[src/rtl/font_rom.sv]
// Character glyph ROM: 256 x 32-bit constant table of 4x8 bitmaps,
// one registered lookup per cycle with a selectable pixel output.
module font_rom (
  input  logic       clk,
  input  logic       rst,
  input  logic [7:0] ch_code,
  input  logic [1:0] px_col,
  input  logic [2:0] px_row,
  output logic [31:0] char_gfx,
  output logic        px_on,
  output logic        gfx_valid
);

  localparam int FONT_W = 4;
  localparam int FONT_H = 8;
  localparam int GW     = FONT_W * FONT_H;

  logic [GW-1:0] gfx_d, gfx_q;
  logic          px_d, px_q;
  logic          vld_q;
  logic [4:0]    px_idx;

  // Row r is nibble r from the top, column 0 is the nibble MSB
  always_comb begin
    gfx_d = '0;
    case (ch_code)
      8'h21: gfx_d = 32'h44404000;
      8'h22: gfx_d = 32'hAA000000;
      8'h23: gfx_d = 32'hAEAEA000;
      8'h24: gfx_d = 32'h6C46C000;
      8'h25: gfx_d = 32'hA248A000;
      8'h26: gfx_d = 32'h4A4A6000;
      8'h27: gfx_d = 32'h44000000;
      8'h28: gfx_d = 32'h24442000;
      8'h29: gfx_d = 32'h84448000;
      8'h2A: gfx_d = 32'h0A4A0000;
      8'h2B: gfx_d = 32'h04E40000;
      8'h2C: gfx_d = 32'h00048000;
      8'h2D: gfx_d = 32'h00E00000;
      8'h2E: gfx_d = 32'h00004000;
      8'h2F: gfx_d = 32'h22488000;
      8'h30: gfx_d = 32'hEAAAE000;
      8'h31: gfx_d = 32'h4C44E000;
      8'h32: gfx_d = 32'hE2E8E000;
      8'h33: gfx_d = 32'hE2E2E000;
      8'h34: gfx_d = 32'hAAE22000;
      8'h35: gfx_d = 32'hE8E2E000;
      8'h36: gfx_d = 32'hE8EAE000;
      8'h37: gfx_d = 32'hE2222000;
      8'h38: gfx_d = 32'hEAEAE000;
      8'h39: gfx_d = 32'hEAE2E000;
      8'h3A: gfx_d = 32'h04040000;
      8'h3B: gfx_d = 32'h04048000;
      8'h3C: gfx_d = 32'h24842000;
      8'h3D: gfx_d = 32'h0E0E0000;
      8'h3E: gfx_d = 32'h84248000;
      8'h3F: gfx_d = 32'hE2604000;
      8'h40: gfx_d = 32'h4AE86000;
      8'h41: gfx_d = 32'h4AEAA000;
      8'h42: gfx_d = 32'hCACAC000;
      8'h43: gfx_d = 32'h68886000;
      8'h44: gfx_d = 32'hCAAAC000;
      8'h45: gfx_d = 32'hE8E8E000;
      8'h46: gfx_d = 32'hE8E88000;
      8'h47: gfx_d = 32'h68AA6000;
      8'h48: gfx_d = 32'hAAEAA000;
      8'h49: gfx_d = 32'hE444E000;
      8'h4A: gfx_d = 32'h222A4000;
      8'h4B: gfx_d = 32'hAACAA000;
      8'h4C: gfx_d = 32'h8888E000;
      8'h4D: gfx_d = 32'hAEEAA000;
      8'h4E: gfx_d = 32'hCAAAA000;
      8'h4F: gfx_d = 32'h4AAA4000;
      8'h50: gfx_d = 32'hCAC88000;
      8'h51: gfx_d = 32'h4AAE6000;
      8'h52: gfx_d = 32'hCACAA000;
      8'h53: gfx_d = 32'h6842C000;
      8'h54: gfx_d = 32'hE4444000;
      8'h55: gfx_d = 32'hAAAAE000;
      8'h56: gfx_d = 32'hAAAA4000;
      8'h57: gfx_d = 32'hAAAEA000;
      8'h58: gfx_d = 32'hAA4AA000;
      8'h59: gfx_d = 32'hAA444000;
      8'h5A: gfx_d = 32'hE248E000;
      8'h5B: gfx_d = 32'h64446000;
      8'h5C: gfx_d = 32'h88422000;
      8'h5D: gfx_d = 32'hC444C000;
      8'h5E: gfx_d = 32'h4A000000;
      8'h5F: gfx_d = 32'h0000E000;
      8'h60: gfx_d = 32'h84000000;
      8'h61: gfx_d = 32'h0C6AE000;
      8'h62: gfx_d = 32'h88CAC000;
      8'h63: gfx_d = 32'h06886000;
      8'h64: gfx_d = 32'h226A6000;
      8'h65: gfx_d = 32'h04EC6000;
      8'h66: gfx_d = 32'h24E44000;
      8'h67: gfx_d = 32'h06A62C00;
      8'h68: gfx_d = 32'h88CAA000;
      8'h69: gfx_d = 32'h40444000;
      8'h6A: gfx_d = 32'h20222C00;
      8'h6B: gfx_d = 32'h8ACAA000;
      8'h6C: gfx_d = 32'hC444E000;
      8'h6D: gfx_d = 32'h0EEEA000;
      8'h6E: gfx_d = 32'h0CAAA000;
      8'h6F: gfx_d = 32'h04AA4000;
      8'h70: gfx_d = 32'h0CAC8800;
      8'h71: gfx_d = 32'h06A62200;
      8'h72: gfx_d = 32'h06888000;
      8'h73: gfx_d = 32'h06C6C000;
      8'h74: gfx_d = 32'h4E442000;
      8'h75: gfx_d = 32'h0AAA6000;
      8'h76: gfx_d = 32'h0AAA4000;
      8'h77: gfx_d = 32'h0AEEE000;
      8'h78: gfx_d = 32'h0A44A000;
      8'h79: gfx_d = 32'h0AA62C00;
      8'h7A: gfx_d = 32'h0E24E000;
      8'h7B: gfx_d = 32'h64C46000;
      8'h7C: gfx_d = 32'h44444000;
      8'h7D: gfx_d = 32'hC464C000;
      8'h7E: gfx_d = 32'h06C00000;
      8'h7F: gfx_d = 32'hFFFFFFFF;
      default: gfx_d = '0;
    endcase
  end

  // 31 - (4*row + col) is the bitwise inverse of {row, col}
  assign px_idx = ~{px_row, px_col};
  assign px_d   = gfx_d[px_idx];

  always_ff @(posedge clk or posedge rst) begin
    if (rst) begin
      gfx_q <= '0;
      px_q  <= 1'b0;
      vld_q <= 1'b0;
    end else begin
      gfx_q <= gfx_d;
      px_q  <= px_d;
      vld_q <= 1'b1;
    end
  end

  assign char_gfx  = gfx_q;
  assign px_on     = px_q;
  assign gfx_valid = vld_q;

endmodule

[config.mk]
export PLATFORM = sky130hd
export DESIGN_NAME = font_rom
export DESIGN_NICKNAME = d
export VERILOG_FILES = /design/src/rtl/font_rom.sv
export SDC_FILE = /design/constraint.sdc
export NUM_CORES = 1
export LEC_CHECK = 0
export CAP_MARGIN = 20
export CORE_UTILIZATION = 30
export CTS_CLUSTER_DIAMETER = 40
export DETAILED_ROUTE_END_ITERATION = 7
export GPL_TIMING_DRIVEN = 0
export MAX_ROUTING_LAYER = met4
export SYNTH_ARGS = -nofsm -noshare
export SYNTH_HDL_FRONTEND = slang
export SYNTH_SLANG_ARGS = --single-unit
[constraint.sdc]
create_clock -name clk -period 1.55 [get_ports clk]
set_clock_uncertainty 0.05 [all_clocks]
set_input_delay 0.31 -clock clk [delete_from_list [all_inputs] [get_ports clk]]
set_output_delay 0.31 -clock clk [all_outputs]
set_load 0.01 [all_outputs]
==> metrics.md <==
| Metric | Value |
|---|---|
| Status | finished, violations left |
| Failing checks | negative setup slack |
| Gr usage total | 36.52% |
| Maxcap violations | 0 |
| H-tree depth | 1 |
| Period utilization | 158.5% |
| Final ANT Viol Nets | 0 |
| Largest net degree at the start of global routing | 22 |
| Sequential-to-total area share from yosys stat | 14.97% |
| Top delay family on crit path | compound AO/OA/AOI/OAI gates |
| Synth-to-Final Area Change | 65.61% |
| Startpoint Class | input pin |
| CP max stage cell | o32ai_2 |
| IO buf count | between 40 and 50 |
| Syn nets | 510 |
| Io pins | 49 |
| Primary FF master, synth | dfrtp_1 |
| Gp weighted congestion | 1.009 |
| RSZ-0062 raised after global routing | yes |
| Share of cells above drive strength 1 | 44.97% |
| Final Non-Filler Cells | 730 |
| Initial drt markers | roughly 670 |
| Drt total wl | 21.43 mm |
| Vias per cell | 6.504 |
| EDFF count, synth | 0 |
| CP Cell Sequence | buf_12, buf_12, buf_12, inv_12, ha_4, and2b_2, buf_4, or2_1, a211oi_2, o21ai_2, a41oi_1, o21ai_1, o32ai_2 |
| Die area | 0.01214 sq mm |
| Core ar. | approximately 0.011 sq mm |
| Ant diodes | 0 |
| Yosys cell types | 72 |
| Worst Max-Slew Pin Slew | 0.7685 ns |
| VDD IR-drop max | 654.2 uV |
| TritonCTS Sinks | 21 |
| FFs w/ async S/R, synth | 100.0% |
| Die Ht | around 110 microns |
| Vias in the first global route | 4561 |
| Number of buffers created by CTS | 3 |
| Max Slew Vio Count | 0 |
| Min setup slack post-route | -0.9067 ns |
| Pwr dens | between 400 and 500 mW/mm^2 |
| CTS max path bufs | 2 |
| Pre-antenna DRT Iters | 7 |
| Synthesized area | around 0.0035 sq mm |
| Hold Crit Class | in -> async |
| Cts hold-fix bufs | 0 |
| Crit-path max FO | 7 |
| Initial core utilization | 30.75% |
| Syn_area_per_cell | around 7.3 sq um |
| Max Clock Freq | just over 0.4 GHz |
| CP peak stage delay | 0.29 ns |
| Critical Path AT | between 2 and 3 ns |
| Crit. End Element | flop |
| Worst path bufs/invs | 5 |
| FP Rows | 39 |
| CTS clock-pin slew for the worst setup and hold paths | 0.05 ns |
| CTS tree | built |
| Initial antenna violation count | 0 |
| Root buffer cell | clkbuf_16 |
| NumNets Final | 619 |
| Synthesized instance count | about 480 |
| Worst Path Required | about 1.7 ns |
| Crit Path Class | in -> reg |
| Pre-CTS WS | -2.965 ns |
| Dpl hpwl | roughly 15 mm |
| Static Leakage | 2.247 nW |
| Die Wd | 110.2 microns |
| Final hold violation count | 0 |
| CP most frequent cell | buf_12 |
| DRC errors left | 0 |
| Global-route wire length before repair | 30.34 mm |
| Final setup viols | 18 |
| GRT Residual Overflow | 0 |
| Period minus WS final | 2.457 ns |
| Worst setup startpoint | ch_code[1] |
| Placed insts | ~670 |
| Fin util | 50.92% |
| DR WL/cell | 29.35 microns |
| Via count | roughly 4700 |
| YS warnings | 0 |
| Register bit total from synthesis | 21 |
| Slew Limit Headroom | 48.71% |
==> routing by layer <==
| metal | GRT usage [%] | wire, microns | vias to the layer above | part of all wire (%) |
|---|---|---|---|---|
| met2 | 58.35 | 9811 | 380 | 46 |
| met1 | 43.46 | 7931 | 2261 | 37 |
| met3 | 6.408 | 2305 | 120 | 11 |
| met4 | 20.39 | 1377 | 0 | 6.4 |
| met5 | - | 0 | - | 0 |
| li1 | - | - | 1987 | - |
==> metrics by stage <==
stage | area [sq um] | hold WS, ns | TNS (ns) | total power, mW
3_3_place_gp | 4343 | 0.7308 | -40.36 | 1.855
2_1_floorplan | 3704 | 0.2365 | -4.157 | 1.330
3_5_place_dp | 4343 | 0.7489 | -40.73 | 1.818
6_report | 5814 | 0.4472 | -6.497 | 2.874
4_1_cts | 5477 | 0.4816 | -6.401 | 2.713
5_1_grt | 5814 | 0.5520 | -7.104 | 2.966
==> registers in the layout (all words and copies together) (netlist names) <==
name       flops
char_gfx      19
gfx_valid      1
px_on          1
==> report_power, final <==
group | internal [mW] | leakage [nW] | total (mW) | switching, mW
registers | 0.587 | 0.274 | 0.597 | 0.00951
logic | 0.741 | 1.93 | 1.75 | 1.00
clock network | 0.350 | 0.0382 | 0.531 | 0.181
total | 1.68 | 2.25 | 2.87 | 1.19
==> placed cells by master (no fill, tap or decap), drive strengths merged, types with 7 or more instances in the layout <==
| master | netlist | layout |
|---|---|---|
| clkdlybuf4s15 | 0 | 14 |
| and3 | 7 | 7 |
| clkbuf | 12 | 16 |
| o21ai | 23 | 23 |
| nand2b | 26 | 26 |
| ha | 16 | 16 |
| clkdlybuf4s50 | 0 | 25 |
| nor3 | 8 | 8 |
| nor2b | 12 | 12 |
| a21oi | 31 | 31 |
| a211oi | 12 | 12 |
| nand3 | 10 | 10 |
| o211ai | 16 | 16 |
| a31oi | 7 | 7 |
| dfrtp | 21 | 21 |
| nand2 | 47 | 47 |
| buf | 47 | 109 |
| inv | 18 | 14 |
| nor2 | 40 | 40 |
| mux2i | 9 | 9 |
==> cell usage after synthesis (all sizes together) (6+ instances only) <==
cell,instances,area [sq um]
dfrtp,21,525.5
o21ai,23,115.1
buf,47,314.1
or2,6,37.54
ha,16,200.2
mux2i,9,90.09
nor3,8,40.04
o211ai,16,120.1
and3,7,43.79
nand3,10,50.05
nand2,47,176.4
nor2b,12,75.07
a31oi,7,43.79
inv,18,67.57
nor2,40,157.6
nand2b,26,162.7
a311oi,6,52.55
clkbuf,12,45.04
a21oi,31,155.2
a211oi,12,90.09
==> logic make-up after synthesis <==
kind of cell    share of synthesized area (%)
flops                                   14.97
simple gates                            26.34
xor+xnor                               0.2495
buf+inv                                 12.15
other cells                            0.1068
compound gates                          33.75
fa+ha+maj                               5.702
mux                                     6.736
==> timing repair <==
| item | 4_1_cts | 5_1_grt |
|---|---|---|
| gates resized for setup | 216 | 50 |
| setup endpoints to repair | 34 | 21 |
| hold endpoints to repair | 0 | 0 |
| cloned | 1 | 0 |
| setup buffers | 44 | 17 |
| pin swaps | 43 | 36 |
==> layout make-up <==
cell class              count  area [sq um]
plain buffers              55         548.0
clock buffers               4         78.83
fillers                  1110          5604
inverters                  18         95.09
multi-input cells         381          3366
flip-flops and latches     21         526.8
well taps                 143         178.9
repair buffers            108          1021
==> worst max-delay path by stage <==
stage	cells past startpoint	slack, ns	to
2_1_floorplan	11	-0.86	px_on$_DFF_PP0_
3_3_place_gp	11	-2.96	px_on$_DFF_PP0_
6_report	13	-0.91	px_on$_DFF_PP0_
5_1_grt	13	-0.99	px_on$_DFF_PP0_
4_1_cts	13	-0.91	px_on$_DFF_PP0_
3_5_place_dp	11	-2.97	px_on$_DFF_PP0_
Note: power is estimated with default switching activity, not from simulation.
